$ cat config.mk
export PLATFORM = sky130hd
export DESIGN_NAME = instr_fetch_unit
export DESIGN_NICKNAME = d
export VERILOG_FILES = /design/src/rtl/instr_fetch_unit.sv
export SDC_FILE = /design/constraint.sdc
export NUM_CORES = 1
export LEC_CHECK = 0
export BUFFER_PORTS_ARGS = -buffer_cell sky130_fd_sc_hd__buf_2
export CORE_ASPECT_RATIO = 0.75
export CORE_MARGIN = 3
export CORE_UTILIZATION = 40
export CTS_CLUSTER_DIAMETER = 40
export DETAILED_ROUTE_END_ITERATION = 10
export HOLD_SLACK_MARGIN = 0.06
export PLACE_DENSITY = 0.73
export RECOVER_POWER = 25
export SETUP_SLACK_MARGIN = 0.15
export SLEW_MARGIN = 20
export SYNTH_ARGS = -nofsm -noshare
export SYNTH_HDL_FRONTEND = slang
export SYNTH_SLANG_ARGS = --single-unit
export TNS_END_PERCENT = 20
$ cat constraint.sdc
create_clock -name clk -period 1.68 [get_ports clk]
set_input_delay 0.084 -clock clk [delete_from_list [all_inputs] [get_ports clk]]
set_output_delay 0.084 -clock clk [all_outputs]
set_load 0.01 [all_outputs]
$ cat src/rtl/instr_fetch_unit.sv
// instr_fetch_unit: front end of the 16-bit pipelined datapath.
//   Drives a word-addressed synchronous instruction memory (one-cycle read
//   latency) and produces the IF/ID instruction register. A one-entry skid
//   buffer catches the word that is already in flight when decode stalls.
// Ports:
//   clk, rst_n         rising-edge clock, asynchronous active-low reset
//   imem_rd_en/addr    read request / address to instruction memory
//   imem_data          instruction word, valid one cycle after a request
//   hazard_detected    decode stall, hold IF/ID
//   redirect_valid/pc  taken branch or jump and its target
//   halt               stop fetching until reset
//   instruction, instr_valid, pc_out   IF/ID register contents
//   flush              one-cycle pulse after a redirect squash
//   halted             unit is in HALTED
module instr_fetch_unit #(
  parameter int unsigned   PC_WIDTH = 16,
  parameter logic [PC_WIDTH-1:0] RESET_PC = '0
) (
  input  logic                clk,
  input  logic                rst_n,
  output logic                imem_rd_en,
  output logic [PC_WIDTH-1:0] imem_addr,
  input  logic [15:0]         imem_data,
  input  logic                hazard_detected,
  input  logic                redirect_valid,
  input  logic [PC_WIDTH-1:0] redirect_pc,
  input  logic                halt,
  output logic [15:0]         instruction,
  output logic                instr_valid,
  output logic [PC_WIDTH-1:0] pc_out,
  output logic                flush,
  output logic                halted
);

  localparam logic [0:0] RUN    = 1'b0;
  localparam logic [0:0] HALTED = 1'b1;

  logic [0:0]          state_q,       state_d;
  logic [PC_WIDTH-1:0] fetch_pc_q,    fetch_pc_d;
  logic                req_valid_q,   req_valid_d;
  logic [PC_WIDTH-1:0] req_pc_q,      req_pc_d;
  logic                skid_valid_q,  skid_valid_d;
  logic [15:0]         skid_data_q,   skid_data_d;
  logic [PC_WIDTH-1:0] skid_pc_q,     skid_pc_d;
  logic [15:0]         instr_q,       instr_d;
  logic                instr_valid_q, instr_valid_d;
  logic [PC_WIDTH-1:0] pc_out_q,      pc_out_d;
  logic                flush_q,       flush_d;
  logic                halted_q,      halted_d;

  logic run;

  assign run        = (state_q == RUN);
  assign imem_rd_en = run && !hazard_detected && !skid_valid_q &&
                      !redirect_valid && !halt;
  assign imem_addr  = fetch_pc_q;

  always_comb begin
    state_d       = state_q;
    fetch_pc_d    = fetch_pc_q;
    req_valid_d   = req_valid_q;
    req_pc_d      = req_pc_q;
    skid_valid_d  = skid_valid_q;
    skid_data_d   = skid_data_q;
    skid_pc_d     = skid_pc_q;
    instr_d       = instr_q;
    instr_valid_d = instr_valid_q;
    pc_out_d      = pc_out_q;
    flush_d       = 1'b0;
    halted_d      = halted_q;

    if (run) begin
      if (halt) begin
        // Halt wins over a simultaneous redirect or stall.
        state_d       = HALTED;
        halted_d      = 1'b1;
        instr_valid_d = 1'b0;
        req_valid_d   = 1'b0;
        skid_valid_d  = 1'b0;
      end else if (redirect_valid) begin
        // Squash everything younger; any response this cycle is dropped.
        fetch_pc_d    = redirect_pc;
        req_valid_d   = 1'b0;
        skid_valid_d  = 1'b0;
        instr_valid_d = 1'b0;
        flush_d       = 1'b1;
      end else begin
        if (imem_rd_en) begin
          fetch_pc_d  = fetch_pc_q + 1'b1;
          req_pc_d    = fetch_pc_q;
          req_valid_d = 1'b1;
        end else begin
          req_valid_d = 1'b0;
        end

        if (hazard_detected) begin
          // No request is issued while stalled or while the skid is full,
          // so the skid can never be asked to hold a second word.
          if (req_valid_q) begin
            skid_valid_d = 1'b1;
            skid_data_d  = imem_data;
            skid_pc_d    = req_pc_q;
          end
        end else if (skid_valid_q) begin
          instr_d       = skid_data_q;
          pc_out_d      = skid_pc_q;
          instr_valid_d = 1'b1;
          skid_valid_d  = 1'b0;
        end else if (req_valid_q) begin
          instr_d       = imem_data;
          pc_out_d      = req_pc_q;
          instr_valid_d = 1'b1;
        end else begin
          instr_valid_d = 1'b0;
        end
      end
    end
  end

  always_ff @(posedge clk or negedge rst_n) begin
    if (!rst_n) begin
      state_q       <= RUN;
      fetch_pc_q    <= RESET_PC;
      req_valid_q   <= 1'b0;
      req_pc_q      <= '0;
      skid_valid_q  <= 1'b0;
      skid_data_q   <= '0;
      skid_pc_q     <= '0;
      instr_q       <= '0;
      instr_valid_q <= 1'b0;
      pc_out_q      <= '0;
      flush_q       <= 1'b0;
      halted_q      <= 1'b0;
    end else begin
      state_q       <= state_d;
      fetch_pc_q    <= fetch_pc_d;
      req_valid_q   <= req_valid_d;
      req_pc_q      <= req_pc_d;
      skid_valid_q  <= skid_valid_d;
      skid_data_q   <= skid_data_d;
      skid_pc_q     <= skid_pc_d;
      instr_q       <= instr_d;
      instr_valid_q <= instr_valid_d;
      pc_out_q      <= pc_out_d;
      flush_q       <= flush_d;
      halted_q      <= halted_d;
    end
  end

  assign instruction = instr_q;
  assign instr_valid = instr_valid_q;
  assign pc_out      = pc_out_q;
  assign flush       = flush_q;
  assign halted      = halted_q;

endmodule

# Word-level counts from Yosys, hierarchy flattened
# Cells that the tools add are included.
# Widths: inputs -> output; s select.
totals:
  reg_bits: 102
  in_bits: 37
  out_inout_bits: 52
  elab_cells: 59
classes:
  addsub: 1
  eq_ne: 2
  mux: 23
  bitwise: 4
  n_reduce_logical: 17
op_table:
  columns: ["operator", "count"]
  rows:
  - ["$mux 16", 6]
  - ["$mux 1", 17]
  - ["$add 16x1->16 const B", 1]
  - ["$reduce_and 5->1", 2]
  - ["$reduce_and 2->1", 3]
  - ["$logic_and 1x1->1", 4]
  - ["$logic_not 1->1", 4]
  - ["$ne 4x1->1 const B", 1]
  - ["$not 1->1", 4]
  - ["$reduce_and 4->1", 1]
  - ["$reduce_bool 2->1", 2]
  - ["$ne 3x1->1 const B", 1]
  - ["$reduce_and 3->1", 1]

# Depth between registers and ports, before layout
depth:
  depth_word: 8
  depth_mapped: 7
  mapped_depth_nobuf: 5

# Least setup slack after synthesis
# No wires, ideal clock.
synth_path:
  path_type: "reg-to-reg"
  startpoint: "register state_q"
  endpoint: "register skid_data_q[1]"
  setup_ns: 0.125
  t_arrival_ns: 1.395
  t_required_ns: 1.555
  slack_ns: 0.160
  stages_incl_launch_ff: 6
  path_buffers: 2
  cell_sequence: "dfrtp_1 > nor3_1 > and3_1 > clkbuf_2 > buf_4 > mux2_2"
synth_via:
  elab_chain_cells: 2
synth_rtl:
  columns: ["element", "line", "source"]
  rows:
  - ["start: declaration", "38", "logic [0:0] state_q, state_d;"]
  - ["start signal: assignment", "135", "state_q <= state_d;"]
  - ["$not 1->1 (no source line)", null, null]
  - ["$reduce_and 5->1 (no source line)", null, null]
  - ["end signal: assignment", "140", "skid_data_q <= skid_data_d;"]
  - ["end: declaration", "43", "logic [15:0] skid_data_q, skid_data_d;"]
# Every way passes these cells.
# A chain may end at the register's enable or synchronous reset.

# Final worst setup path
layout_path:
  startpoint: "register state_q"
  endpoint: "register pc_out_q[0] (netlist: pc_out[0])"
layout_via:
  elab_chain_cells: 2
layout_rtl:
  columns: ["element", "line", "source"]
  rows:
  - ["$not 1->1 (no source line)", null, null]
  - ["$reduce_and 5->1 (no source line)", null, null]
  - ["end signal: assignment", "144", "pc_out_q <= pc_out_d;"]
  - ["end: declaration", "47", "logic [PC_WIDTH-1:0] pc_out_q, pc_out_d;"]
# Every way passes these cells.

==> key figures <==
Die
  • Area of the placeable core: 11100 um^2
  • Area of the die: 12800 um^2
  • Row count: 33
  • Starting Density: 41.5%
  • Number of primary I/O pins: 89
  • Die height: 98.8 um
  • Die extent in x: 130 um

Global route
  • Global-route wire length before repair: 18300 um
  • GR Util All Layers: 18.1%
  • Largest net degree at the start of global routing: 39
  • Overflow after GRT: 0
  • Antenna violations before repair: 0
  • Via count of the first global-routing pass: 3627

Worst setup path
  • Critical Path Source Type: flip-flop
  • Critical path class: flip-flop to flip-flop
  • Critical path's largest stage delay: 0.44 ns
  • Family of cells with the greatest summed delay on the critical path: simple AND/OR/NAND/NOR gates
  • Required time at the worst-slack endpoint: 1.95 ns
  • Crit. End Element: flip-flop
  • Worst path buffer plus inverter count: 2
  • Crit-path slowest cell: dfrtp_1
  • Cell-by-cell trace of the critical path: or3_4, nor3_4, buf_6, clkbuf_16, nor2_1, a21oi_1
  • CP arrival: 1.87 ns
  • Worst Path Max Fanout: 9

STA
  • Slew at the pin closest to its max-slew limit: 0.854 ns
  • Min Clock Period, post-route: 1.60 ns
  • Maximum achievable frequency: 0.625 GHz
  • Worst hold margin: 0.0698 ns
  • Final-report hold violation count: 0
  • Clock skew: 0.00357 ns
  • Final setup vio count: 0
  • Max Transition Viols Final: 0
  • Relative slew slack: 43.0%
  • Unrepaired setup endpoints after global routing: true
  • Fin crit share: 95.2%
  • Sum Neg Setup Slack: 0 ns

Synth
  • Library cell with the largest summed area after synthesis: dfrtp_1
  • Ys async rst share: 100%
  • Total of warnings raised by yosys: 0
  • Per-instance average area after synthesis: 11.0 um^2
  • Main area contributors after synthesis: dfrtp_1, mux2_2, mux2i_1
  • Portion of the post-synthesis area used by sequential elements: 55.6%
  • Most used DFF post-synth: dfrtp_1
  • Cell count after synthesis: 419
  • Post-synth EDFFs: 0
  • Area share of and/or/nand/nor cells after synthesis: 12.7%
  • Number of different library cells in the post-synthesis netlist: 41
  • Proportion of synthesized area in mux cells: 15.3%
  • Dominant combinational cell family by area after synthesis: multiplexers
  • Post-Syn Nets: 457
  • Syn Std Cell Area: 4590 um^2
  • Top-area cell type share of the netlist area: 55.6%
  • Synthesized-area fraction occupied by xor and xnor cells: 0%
  • Compound-Gate Fraction of Synth Area: 12.1%
  • Synthesized-area fraction occupied by adder cells: 0.273%
  • Number of flip-flops and latches in the synthesized netlist: 102

Cells and area
  • Area occupied by registers: 2560 um^2
  • NumNets Final: 587
  • Multi-input gate area in the final layout: 1980 um^2
  • Fraction of final layout cells sized beyond drive strength 1: 37.7%
  • Number of fillers in the final layout: 1002
  • Area added between synthesis and finish: 33.4%
  • Filler-free cell count of the finished design: 694
  • # diodes: 0

Routing
  • Drt first pass iters: 4
  • Vias after detailed routing: 3650
  • DR WL/cell: 16.5 um
  • Drc violations: 0
  • DRC marker count from the first detailed-route iteration: 170
  • Detailed Route WL: 11500 um
  • Number of vias per cell after detailed routing: 5.26
  • Number of antenna-violating nets in the routed design: 0

Pwr
  • Pwr per Cell Area: 872 nW/um^2
  • Peak supply drop: 518 uV
  • Leak: 3.04 nW

Worst hold path
  • Class of the most critical hold timing path: input pin to flip-flop

Placement
  • Cell count after placement: 644
  • Global placement routability congestion: 0.847
  • Port buffer count: 88
  • Detailed placer's ending HPWL: 7200 um

Clocking
  • Deepest clock path buffer count: 2
  • Register clock-pin slew on the reported worst setup and hold paths: 0.06 ns
  • Number of sinks driven by the clock tree: 102
  • Number of buffers created by CTS: 9
  • Source-to-sink clock delay at the later pin of the worst-skew pair: 0.34 ns
  • Root Buffer: clkbuf_16
  • CTS tree: yes
  • Maximum level of the CTS H-tree: 3

Flow run
  • MaxCap Viol Count: 0

Outcome
  • Outcome: finished, final reports clean
cells in the final DEF, fill, tap and decap left out, types with 3 or more instances in the layout:
cell           count
nor3_2             3
buf_12             5
dlygate4sd3_1     24
a21oi_1           24
buf_4             21
buf_16             3
o21ai_0           15
buf_2             87
a31oi_1            3
mux2i_1           34
nand3_1            5
clkbuf_1           4
dfrtp_1           99
nor2_4             4
and3_1             7
clkbuf_8           3
dfrtp_2            3
mux2_2            31
a41o_1             4
clkbuf_16         12
a21oi_2           22
nand2_1           53
inv_1              5
nor2_1            42
layer usage:
layer | vias to the layer above | GRT usage, % | wire length [um]
li1 | 1730 | - | -
met1 | 1792 | 24.8 | 5190
met2 | 109 | 28.6 | 5480
met3 | 19 | 4.50 | 613
met4 | 0 | 5.11 | 202
met5 | - | 0 | 0
worst min-delay path, stage by stage:
cell,delay (ns)
buf_2,0.08
a21oi_1,0.05
o21ai_0,0.15
sequential cells by signal, summed over array words and instances, names as in the netlist:
register / count
imem_addr: 16
instruction: 16
pc_out: 16
req_pc_q: 16
skid_data_q: 16
skid_pc_q: 16
flush: 1
halted: 1
instr_valid: 1
req_valid_q: 1
skid_valid_q: 1
state_q: 1
report_power, final:
group	leakage [nW]	internal [mW]	switching, mW
combinational	1.54	0.317	0.362
sequential	1.36	2.58	0.101
clock	0.137	1.13	0.854
total	3.04	4.02	1.32
kinds of logic after synthesis:
group | after synthesis
multiplexers | 66
flip-flops | 102
adder cells (fa/ha/maj) | 1
AND/OR/NAND/NOR | 133
buffers and inverters | 33
AO/OA/AOI/OAI | 84
metrics by stage:
| step | power [mW] | area [um^2] | setup slack (ns) | util (%) |
|---|---|---|---|---|
| floorplan | 3.02 | 4590 | 0.160 | - |
| global placement | 3.31 | 5290 | 0.147 | 47.8 |
| detailed placement | 3.33 | 5290 | 0.0797 | 47.8 |
| CTS | 5.37 | 5950 | 0.102 | 53.7 |
| global route | 5.56 | 6120 | 0.0289 | 55.3 |
| finish | 5.34 | 6120 | 0.0807 | 55.3 |
cell type report:
class                      count  area share (%)
tap                          140            2.86
inverter                       7           0.429
clock buffer                  16            4.60
timing repair buffer         145            18.1
multi-input combinational    284            32.3
sequential                   102            41.7
timing repair:
item | in CTS | in global routing
gates cloned | 3 | 3
pin swaps | 1 | 2
hold buffers | 24 | 0
buffers inserted | 3 | 1
resized for setup | 11 | 27
endpoints found under the setup margin | 61 | 78
hold endpoints to repair | 73 | 0
path summary, 6_finish.rpt:
check                                    start              to  slack (ns)  cells past startpoint
worst max-delay path                   state_q       pc_out[0]        0.08                      6
worst min-delay path            redirect_pc[0]    imem_addr[0]        0.07                      3
worst max register to register         state_q       pc_out[0]        0.08                      6
worst min register to register  skid_data_q[0]  skid_data_q[0]        0.49                      1
max in group asynchronous                rst_n    imem_addr[0]        0.58                      3
min in group asynchronous                rst_n           flush        0.38                      2
Yosys cell counts, drive strengths merged, types with 4 or more instances:
| cell | count |
|---|---|
| inv | 6 |
| a41o | 4 |
| nand2 | 53 |
| mux2i | 34 |
| buf | 22 |
| dfrtp | 102 |
| clkbuf | 4 |
| a21oi | 46 |
| o21ai | 15 |
| nand3 | 7 |
| nor2 | 47 |
| and3 | 8 |
| nor3 | 7 |
| mux2 | 32 |
No activity file was read; power rests on OpenSTA's default activity.
